## src/rtl/bitvec_index_scanner_if.sv

```systemverilog
// Handshake bundle for the bit-vector index scanner.
// The master side loads vectors, aborts scans and accepts indices.
// The slave side is the scanner itself.
interface bitvec_index_scanner_if #(
    parameter int WIDTH_I = 8,
    parameter int WIDTH_O = 3
);
    // Request side, driven by the master.
    logic               load_i;
    logic [WIDTH_I-1:0] data_i;
    logic               abort_i;
    logic               ready_i;

    // Result side, driven by the scanner.
    logic               valid_o;
    logic [WIDTH_O-1:0] index_o;
    logic               last_o;
    logic               done_o;
    logic               busy_o;
    logic [WIDTH_O:0]   count_o;
    logic               onehot_o;

    modport master (
        output load_i,
        output data_i,
        output abort_i,
        output ready_i,
        input  valid_o,
        input  index_o,
        input  last_o,
        input  done_o,
        input  busy_o,
        input  count_o,
        input  onehot_o
    );

    modport slave (
        input  load_i,
        input  data_i,
        input  abort_i,
        input  ready_i,
        output valid_o,
        output index_o,
        output last_o,
        output done_o,
        output busy_o,
        output count_o,
        output onehot_o
    );
endinterface

```

## src/rtl/bitvec_index_scanner.sv

```systemverilog
// Bit-vector index scanner.
// A loaded vector is held in a pending register; while scanning, the index
// of the lowest pending set bit is presented and removed on each handshake.
// The population count and one-hot status of the loaded vector are held
// until the next accepted load.
module bitvec_index_scanner #(
    parameter int WIDTH_I = 8,
    parameter int WIDTH_O = 3
) (
    input  logic                    clk,
    input  logic                    rst,
    bitvec_index_scanner_if.slave   bus
);

    // Reject configurations the index or count outputs cannot represent.
    generate
        if ((WIDTH_I < 2) || (WIDTH_I > 256) || (WIDTH_O < $clog2(WIDTH_I))) begin : g_cfg_error
            $error("bitvec_index_scanner: illegal WIDTH_I/WIDTH_O combination");
        end
    endgenerate

    typedef enum logic {
        IDLE = 1'b0,
        EMIT = 1'b1
    } state_t;

    localparam logic [WIDTH_I-1:0] ONE_I = WIDTH_I'(1);
    localparam logic [WIDTH_O:0]   ONE_C = (WIDTH_O + 1)'(1);

    // Number of set bits in a vector; the count is one bit wider than an
    // index so that an all-ones vector of WIDTH_I = 2**WIDTH_O still fits.
    function automatic logic [WIDTH_O:0] popcount(input logic [WIDTH_I-1:0] v);
        logic [WIDTH_O:0] c;
        c = '0;
        for (int i = 0; i < WIDTH_I; i++) begin
            c = c + {{WIDTH_O{1'b0}}, v[i]};
        end
        return c;
    endfunction

    // Mask of all bit positions whose binary index has bit b set; used to
    // encode a one-hot vector into a binary index with one OR per index bit.
    function automatic logic [WIDTH_I-1:0] index_bit_mask(input int b);
        logic [WIDTH_I-1:0] m;
        m = '0;
        for (int i = 0; i < WIDTH_I; i++) begin
            m[i] = ((i >> b) & 1) != 0;
        end
        return m;
    endfunction

    state_t             state_q, state_d;
    logic [WIDTH_I-1:0] pending_q, pending_d;
    logic [WIDTH_O:0]   count_q, count_d;
    logic               onehot_q, onehot_d;
    logic               done_q, done_d;

    logic               emit;
    logic [WIDTH_I-1:0] lowest_mask;
    logic [WIDTH_I-1:0] pending_rest;
    logic               single_pending;
    logic [WIDTH_O-1:0] lowest_idx;
    logic [WIDTH_O:0]   data_pop;

    assign emit = (state_q == EMIT);

    // Isolate the lowest set bit, and the pending vector with it removed.
    assign lowest_mask    = pending_q & (~pending_q + ONE_I);
    assign pending_rest   = pending_q & (pending_q - ONE_I);
    assign single_pending = (pending_q != '0) && (pending_rest == '0);

    // Binary-encode the isolated lowest bit, one index bit per generate slice.
    generate
        for (genvar gi = 0; gi < WIDTH_O; gi++) begin : g_enc
            localparam logic [WIDTH_I-1:0] SEL_MASK = index_bit_mask(gi);
            assign lowest_idx[gi] = |(lowest_mask & SEL_MASK);
        end
    endgenerate

    assign data_pop = popcount(bus.data_i);

    // Next-state logic: load in IDLE, drain or abort in EMIT.
    always_comb begin
        state_d   = state_q;
        pending_d = pending_q;
        count_d   = count_q;
        onehot_d  = onehot_q;
        done_d    = 1'b0;
        case (state_q)
            IDLE: begin
                if (bus.load_i) begin
                    pending_d = bus.data_i;
                    count_d   = data_pop;
                    onehot_d  = (data_pop == ONE_C);
                    if (bus.data_i != '0) begin
                        state_d = EMIT;
                    end else begin
                        // An empty vector completes immediately.
                        done_d = 1'b1;
                    end
                end
            end
            EMIT: begin
                if (bus.abort_i) begin
                    // Abort takes priority over a simultaneous handshake.
                    pending_d = '0;
                    state_d   = IDLE;
                end else if (bus.ready_i) begin
                    pending_d = pending_rest;
                    if (single_pending) begin
                        state_d = IDLE;
                        done_d  = 1'b1;
                    end
                end
            end
            default: begin
                state_d   = IDLE;
                pending_d = '0;
            end
        endcase
    end

    // State registers with synchronous reset.
    always_ff @(posedge clk) begin
        if (rst) begin
            state_q   <= IDLE;
            pending_q <= '0;
            count_q   <= '0;
            onehot_q  <= 1'b0;
            done_q    <= 1'b0;
        end else begin
            state_q   <= state_d;
            pending_q <= pending_d;
            count_q   <= count_d;
            onehot_q  <= onehot_d;
            done_q    <= done_d;
        end
    end

    // Outputs are zero outside EMIT; they only change on an edge, so they
    // hold stable while the consumer stalls.
    assign bus.valid_o  = emit;
    assign bus.index_o  = emit ? lowest_idx : '0;
    assign bus.last_o   = emit & single_pending;
    assign bus.busy_o   = (state_q != IDLE);
    assign bus.done_o   = done_q;
    assign bus.count_o  = count_q;
    assign bus.onehot_o = onehot_q;

endmodule

```

## src/flat_wrapper.sv

```systemverilog
// flat-port wrapper written by rule: the top's interface ports become plain ports
module bitvec_index_scanner_flat 
#(
    parameter int WIDTH_I = 8,
    parameter int WIDTH_O = 3
)
  (clk, rst, bus_load_i, bus_data_i, bus_abort_i, bus_ready_i, bus_valid_o, bus_index_o, bus_last_o, bus_done_o, bus_busy_o, bus_count_o, bus_onehot_o);
  bitvec_index_scanner_if #(.WIDTH_I(WIDTH_I), .WIDTH_O(WIDTH_O)) bus_i ();
  input  logic clk;
  input  logic rst;
  input wire logic [$bits(bus_i.load_i)-1:0] bus_load_i;
  input wire logic [$bits(bus_i.data_i)-1:0] bus_data_i;
  input wire logic [$bits(bus_i.abort_i)-1:0] bus_abort_i;
  input wire logic [$bits(bus_i.ready_i)-1:0] bus_ready_i;
  output wire logic [$bits(bus_i.valid_o)-1:0] bus_valid_o;
  output wire logic [$bits(bus_i.index_o)-1:0] bus_index_o;
  output wire logic [$bits(bus_i.last_o)-1:0] bus_last_o;
  output wire logic [$bits(bus_i.done_o)-1:0] bus_done_o;
  output wire logic [$bits(bus_i.busy_o)-1:0] bus_busy_o;
  output wire logic [$bits(bus_i.count_o)-1:0] bus_count_o;
  output wire logic [$bits(bus_i.onehot_o)-1:0] bus_onehot_o;
  assign bus_i.load_i = bus_load_i;
  assign bus_i.data_i = bus_data_i;
  assign bus_i.abort_i = bus_abort_i;
  assign bus_i.ready_i = bus_ready_i;
  assign bus_valid_o = bus_i.valid_o;
  assign bus_index_o = bus_i.index_o;
  assign bus_last_o = bus_i.last_o;
  assign bus_done_o = bus_i.done_o;
  assign bus_busy_o = bus_i.busy_o;
  assign bus_count_o = bus_i.count_o;
  assign bus_onehot_o = bus_i.onehot_o;
  bitvec_index_scanner #(.WIDTH_I(WIDTH_I), .WIDTH_O(WIDTH_O)) u_core (.clk(clk), .rst(rst), .bus(bus_i));
endmodule
```

## config.mk

```make
export PLATFORM = sky130hd
export DESIGN_NAME = bitvec_index_scanner_flat
export DESIGN_NICKNAME = d
export VERILOG_FILES = /design/src/rtl/bitvec_index_scanner_if.sv /design/src/rtl/bitvec_index_scanner.sv /design/src/flat_wrapper.sv
export SDC_FILE = /design/constraint.sdc
export NUM_CORES = 1
export LEC_CHECK = 0
export ABC_AREA = 0
export BUFFER_PORTS_ARGS = -buffer_cell sky130_fd_sc_hd__buf_2
export CAP_MARGIN = 30
export CORE_ASPECT_RATIO = 0.7
export CORE_MARGIN = 3
export CORE_UTILIZATION = 36
export DETAILED_ROUTE_END_ITERATION = 6
export PLACE_DENSITY = 0.72
export SYNTH_ARGS = -nofsm -noshare
export SYNTH_HDL_FRONTEND = slang
export SYNTH_SLANG_ARGS = --single-unit
```

## constraint.sdc

```tcl
create_clock -name clk -period 3.7 [get_ports clk]
set_clock_uncertainty 0.15 [all_clocks]
set_input_delay 1.11 -clock clk [delete_from_list [all_inputs] [get_ports clk]]
set_output_delay 1.11 -clock clk [all_outputs]
set_load 0.01 [all_outputs]
```

==> impl_metrics.env, run 1 <==
export IMPL_gp_congestion=0.813
export IMPL_hold_buffers=0
export IMPL_hp_start="u_core.bus.count_o[1]"
export IMPL_worstSkewPairLatency_ns=0.24
export IMPL_grt_max_degree=17
export IMPL_clk_path_buf_depth=2
export IMPL_power_frac_comb_pct=32.6
export IMPL_crit_path_max_fanout=2
export IMPL_drtPass1Iterations=4
export IMPL_final_min_clock_period_ns=3.66
export IMPL_drt_initial_drc_count=53
export IMPL_final_cells=185
export IMPL_netlist_area_um2=1010
export IMPL_max_freq_mhz=273
export IMPL_yosys_area_top_type_share_pct=29.6
export IMPL_final_layout_size_suffix_gt1_share_pct=27.2
export IMPL_ys_top_cells_by_count="15 x dfxtp_1, 15 x inv_1, 11 x a21oi_1, 11 x nor2_1, 10 x nand2_1"
export IMPL_drcViolationCount=0
export IMPL_wire_per_inst_um=13.5
export IMPL_clkPwrFrac_pct=27.1
export IMPL_syn2layout_area_growth_pct=23.6
export IMPL_cts_sinks=15
export IMPL_slew_headroom_pct=44.8
export IMPL_hold_path_class="reg2reg"
export IMPL_num_rows=15
export IMPL_cts_tree="yes"
export IMPL_setup_tns_ns=0
export IMPL_yosys_register_bits=15
export IMPL_r2r_start="u_core.bus.busy_o"
export IMPL_port_buffers=24
export IMPL_synth_area_per_cell_um2=8.04
export IMPL_peakVddDrop_uv=176
export IMPL_end_kind="flop"
export IMPL_cp_start_kind="input port"
export IMPL_status="finished, final reports clean"
export IMPL_antennaDiodeCount=0
export IMPL_ant_nets=0
export IMPL_coreArea_um2=2570
export IMPL_grt_usage_pct=14.3
export IMPL_fill_cells=247
export IMPL_crit_start="bus_data_i[0]"
export IMPL_ys_async_sr_fraction_pct=0
export IMPL_arrival_ns=3.69
export IMPL_slowest_stage="fa_1"
export IMPL_critPathRequiredTime_ns=3.73
export IMPL_vias=989
export IMPL_synth_yosys_warnings=0
export IMPL_die_w_um=69.4
export IMPL_antenna_found_initial=0
export IMPL_die_h_um=50.4
export IMPL_cts_root_buffer="clkbuf_8"
export IMPL_slew_violations=0
export IMPL_yosys_cell_types_count=45
export IMPL_grt_pass1_wl_mm=4.06
export IMPL_crit_chain="buf_6, inv_4, ha_4, inv_2, fa_1, fa_1, fa_2, inv_2, fa_1, nor3_2, a32oi_1, nor2_1"
export IMPL_intPower_mw=0.322
export IMPL_tightestPinTransition_ns=0.827
export IMPL_cts_made_buffers=3
export IMPL_grt_pass1_vias=910
export IMPL_ios=25
export IMPL_grt_ovfl_total=0
export IMPL_seq_area_frac_synth_pct=29.6
export IMPL_start_util_pct=39.4
export IMPL_fin_nets=173
export IMPL_routed_wl_mm=2.49
export IMPL_min_period_over_period_pct=98.9
export IMPL_switching_power_mw=0.159
export IMPL_cpMostUsedCell="fa_1"
export IMPL_fin_util_pct=48.7
export IMPL_power_density_nw_per_um2=385
export IMPL_hold_viol=0
export IMPL_hpwl_mm=1.84
export IMPL_p_sw_share_pct=33.1
export IMPL_placed_cells=181
export IMPL_clkTransAtPathRegs_ns=0.06
export IMPL_syn_nets=147
export IMPL_viasPerCell=5.35
export IMPL_htreeDepth=1
export IMPL_synthCells=126
export IMPL_maxCapViolCount=0
export IMPL_setup_viol=0
export IMPL_ys_flop_type="dfxtp_1"
export IMPL_yosysTopAreaCell="dfxtp_1"
export IMPL_p_seq_share_pct=40.3
export IMPL_synth_edf_count=0
export IMPL_rsz0062_at_grt="true"
export IMPL_worst_path_largest_cell_delay_ns=0.49
export IMPL_worstSetupPathType="in2reg"
export IMPL_synth_area_top_cells="dfxtp_1 30%, fa_1 7.9%, inv_1 5.6%, a21oi_1 5.4%, ha_1 4.9%"
export IMPL_leakage_nw=0.571
export IMPL_die_area_um2=3500
cell type report:
class                           instances  area (µm²)  share of cell area (%)
Sequential cell                        15         300                    24.0
Tap cell                               34        42.5                    3.40
Multi-Input combinational cell         91         652                    52.0
Timing Repair Buffer                   26         151                    12.1
Inverter                               15        61.3                    4.90
Clock buffer                            4        45.0                    3.60
stage by stage:
stage	total power, mW	hold slack (ns)	cell area [µm²]	setup WS [ns]
6_report	0.482	0.305	1250	0.0424
5_1_grt	0.512	0.336	1250	-0.0605
4_1_cts	0.476	0.306	1220	0.0142
3_5_place_dp	0.342	0.298	1170	-0.263
3_3_place_gp	0.336	0.291	1170	-0.154
2_1_floorplan	0.298	0.331	1020	-0.0248
path summary, 6_finish.rpt:
check / end / slack, ns / depth (start not counted)
setup reg to reg: u_core.pending_q[1] / 1.98 / 4
setup / recovery: u_core.bus.onehot_o / 0.04 / 12
hold / removal: u_core.bus.count_o[1] / 0.30 / 2
hold reg to reg: u_core.bus.count_o[1] / 0.30 / 2
routing by layer:
metal | up-vias | global-route usage, % | wire [µm]
met5 | - | 0 | 0
met4 | 0 | 3.90 | 0
met3 | 0 | 2.80 | 145
met2 | 35 | 22.2 | 1110
met1 | 464 | 20.2 | 1230
li1 | 490 | - | -
power groups by stage:
| stage | Clock [mW] | Sequential (mW) | Combinational [mW] |
|---|---|---|---|
| 4_1_cts | 0.133 | 0.194 | 0.149 |
| 2_1_floorplan | 0 | 0.197 | 0.101 |
| 3_3_place_gp | 0 | 0.196 | 0.139 |
| 5_1_grt | 0.139 | 0.196 | 0.177 |
| 3_5_place_dp | 0 | 0.197 | 0.145 |
| 6_report | 0.131 | 0.194 | 0.157 |
state kept, by name (all words and copies together), names as in the netlist:
| register | cells |
|---|---|
| u_core.bus.done_o | 1 |
| u_core.bus.count_o | 4 |
| u_core.bus.onehot_o | 1 |
| u_core.bus.busy_o | 1 |
| u_core.pending_q | 8 |
cells by family (layout without fill, tap and decap cells):
family | after synthesis | count (layout) | share of synthesized area, %
mux | 1 | 1 | 0.988
flops | 15 | 15 | 29.6
buf+inv | 20 | 45 | 8.02
xor+xnor | 2 | 2 | 1.73
simple gates | 42 | 42 | 22.6
compound gates | 37 | 37 | 23.1
fa+ha+maj | 9 | 9 | 14.0
cells in the final DEF, fill, tap and decap left out, types with 3 or more instances in the layout:
| cell type | count |
|---|---|
| inv_1 | 11 |
| o21ai_1 | 3 |
| a21oi_1 | 11 |
| buf_2 | 22 |
| clkbuf_8 | 3 |
| fa_1 | 3 |
| o21ai_0 | 8 |
| nand2b_1 | 3 |
| nand2_1 | 10 |
| nor2_1 | 11 |
| nor2b_1 | 4 |
| dfxtp_1 | 15 |
| ha_1 | 3 |
worst max-delay path: cells and delay by family:
| kind | cells | cell delay, ns |
|---|---|---|
| and+or+nand+nor | 2 | 0.27 |
| buffers and inverters | 4 | 0.20 |
| AOI/OAI and AO/OA | 1 | 0.12 |
| adders and majority gates | 5 | 1.98 |
repair_timing:
action / CTS / global route
endpoints found under the setup margin: 1 / 1
gates resized for setup: 1 / 10
setup buffers: 0 / 0
No activity file was read; power rests on OpenSTA's default activity.
==> run 2: changes to the inputs <==
CORE_ASPECT_RATIO = unset   (was 0.7)
==> impl_metrics.env, run 2 (synthesized netlist as in run 1, its figures left out) <==
export IMPL_status="complete, but fails checks"
export IMPL_clkTransAtPathRegs_ns=0.09
export IMPL_fin_nets=173
export IMPL_hp_start="u_core.bus.count_o[1]"
export IMPL_end_kind="flop"
export IMPL_peakVddDrop_uv=206
export IMPL_hold_path_class="reg2reg"
export IMPL_start_util_pct=39.5
export IMPL_die_w_um=59.1
export IMPL_cp_start_kind="input port"
export IMPL_grt_pass1_vias=894
export IMPL_ios=25
export IMPL_final_common_cell="buf_2"
export IMPL_tightestPinTransition_ns=0.757
export IMPL_vias=974
export IMPL_final_cells=181
export IMPL_hold_buffers=0
export IMPL_hpwl_mm=1.84
export IMPL_drt_initial_drc_count=19
export IMPL_slew_violations=0
export IMPL_max_freq_mhz=269
export IMPL_cts_sinks=15
export IMPL_clk_path_buf_depth=2
export IMPL_crit_path_max_fanout=2
export IMPL_min_period_over_period_pct=101
export IMPL_grt_max_degree=17
export IMPL_critPathRequiredTime_ns=3.77
export IMPL_largest_register="u_core.pending_q"
export IMPL_power_mw=0.440
export IMPL_hold_viol=0
export IMPL_setup_viol=1
export IMPL_fin_ws_ns=-0.0240
export IMPL_r2r_start="u_core.bus.busy_o"
export IMPL_die_area_um2=3490
export IMPL_port_buffers=24
export IMPL_arrival_ns=3.79
export IMPL_drcViolationCount=0
export IMPL_crit_start="bus_data_i[1]"
export IMPL_final_layout_size_suffix_gt1_share_pct=27.2
export IMPL_viasPerCell=5.38
export IMPL_worst_path_largest_cell_delay_ns=0.52
export IMPL_leakage_nw=0.562
export IMPL_largest_reg_flops=8
export IMPL_num_rows=18
export IMPL_cts_setup_buffers=0
export IMPL_routed_wl_mm=2.28
export IMPL_violations="negative setup slack"
export IMPL_die_h_um=59.1
export IMPL_coreArea_um2=2570
export IMPL_grt_pass1_wl_mm=3.78
export IMPL_grt_usage_pct=13.8
export IMPL_antennaDiodeCount=0
export IMPL_htreeDepth=1
export IMPL_layout_common_cells="22 x buf_2, 15 x dfxtp_1, 11 x inv_1, 11 x nor2_1, 11 x a21oi_1"
export IMPL_slowest_stage="fa_1"
export IMPL_rsz0062_at_grt="true"
export IMPL_grt_ovfl_total=0
export IMPL_maxCapViolCount=0
export IMPL_final_min_clock_period_ns=3.72
export IMPL_cts_tree="yes"
export IMPL_crit_chain="buf_6, inv_2, ha_4, inv_2, fa_1, fa_1, fa_2, inv_2, fa_1, nor3_2, a32oi_1, nor2_1"
export IMPL_placed_cells=177
export IMPL_wire_per_inst_um=12.6
export IMPL_drtPass1Iterations=4
export IMPL_worstSkewPairLatency_ns=0.28
export IMPL_antenna_found_initial=0
export IMPL_syn2layout_area_growth_pct=21.0
export IMPL_cts_root_buffer="clkbuf_4"
export IMPL_fin_util_pct=47.8
export IMPL_slew_headroom_pct=49.4
export IMPL_gp_congestion=0.794
export IMPL_worstSetupPathType="in2reg"
export IMPL_cts_resized=0
export IMPL_cts_made_buffers=3
export IMPL_power_density_nw_per_um2=359
export IMPL_ant_nets=0
## run 2: layout make-up
type / instances / area (µm²)
clock buffer: 4 / 26.3
inverter: 15 / 58.8
multi-input combinational: 91 / 652
sequential: 15 / 300
timing repair buffer: 26 / 151
tap: 30 / 37.5
fill: 272 / 1340
## run 2: stage by stage
| step | TNS [ns] | setup slack, ns | hold WS (ns) | cell area [µm²] |
|---|---|---|---|---|
| 2_1_floorplan | -0.0248 | -0.0248 | 0.331 | 1020 |
| 3_3_place_gp | -0.223 | -0.166 | 0.293 | 1160 |
| 3_5_place_dp | -0.512 | -0.285 | 0.300 | 1160 |
| 4_1_cts | 0 | 0.00225 | 0.313 | 1190 |
| 5_1_grt | -0.127 | -0.127 | 0.350 | 1230 |
| 6_report | -0.0240 | -0.0240 | 0.310 | 1230 |
## run 2: worst max-delay path, delay by kind of cell
| family | cells | cell delay (ns) |
|---|---|---|
| AND/OR/NAND/NOR | 2 | 0.31 |
| buffers and inverters | 4 | 0.21 |
| adder cells (fa/ha/maj) | 5 | 2.06 |
| AO/OA/AOI/OAI | 1 | 0.11 |
## run 2: worst paths after layout
| path | to | slack, ns | cells after the start |
|---|---|---|---|
| hold reg to reg | u_core.bus.count_o[1] | 0.31 | 2 |
| setup / recovery | u_core.bus.onehot_o | -0.02 | 12 |
| hold / removal | u_core.bus.count_o[1] | 0.31 | 2 |
| setup reg to reg | u_core.pending_q[4] | 2.01 | 4 |
## run 2: routing by layer
| layer | share of wire [%] | wire length [µm] | global-route usage (%) | up-vias |
|---|---|---|---|---|
| li1 | - | - | - | 487 |
| met1 | 42 | 958 | 17.8 | 437 |
| met2 | 49 | 1120 | 22.9 | 44 |
| met3 | 6.7 | 152 | 2.40 | 6 |
| met4 | 2.0 | 46 | 5.18 | 0 |
| met5 | 0 | 0 | 0 | - |
## run 2: report_power, final
part	total (mW)	switching (mW)	internal (mW)
Combinational	0.155	0.0846	0.0709
Clock	0.0909	0.0491	0.0418
Sequential	0.193	0.0180	0.175
Total	0.440	0.152	0.288
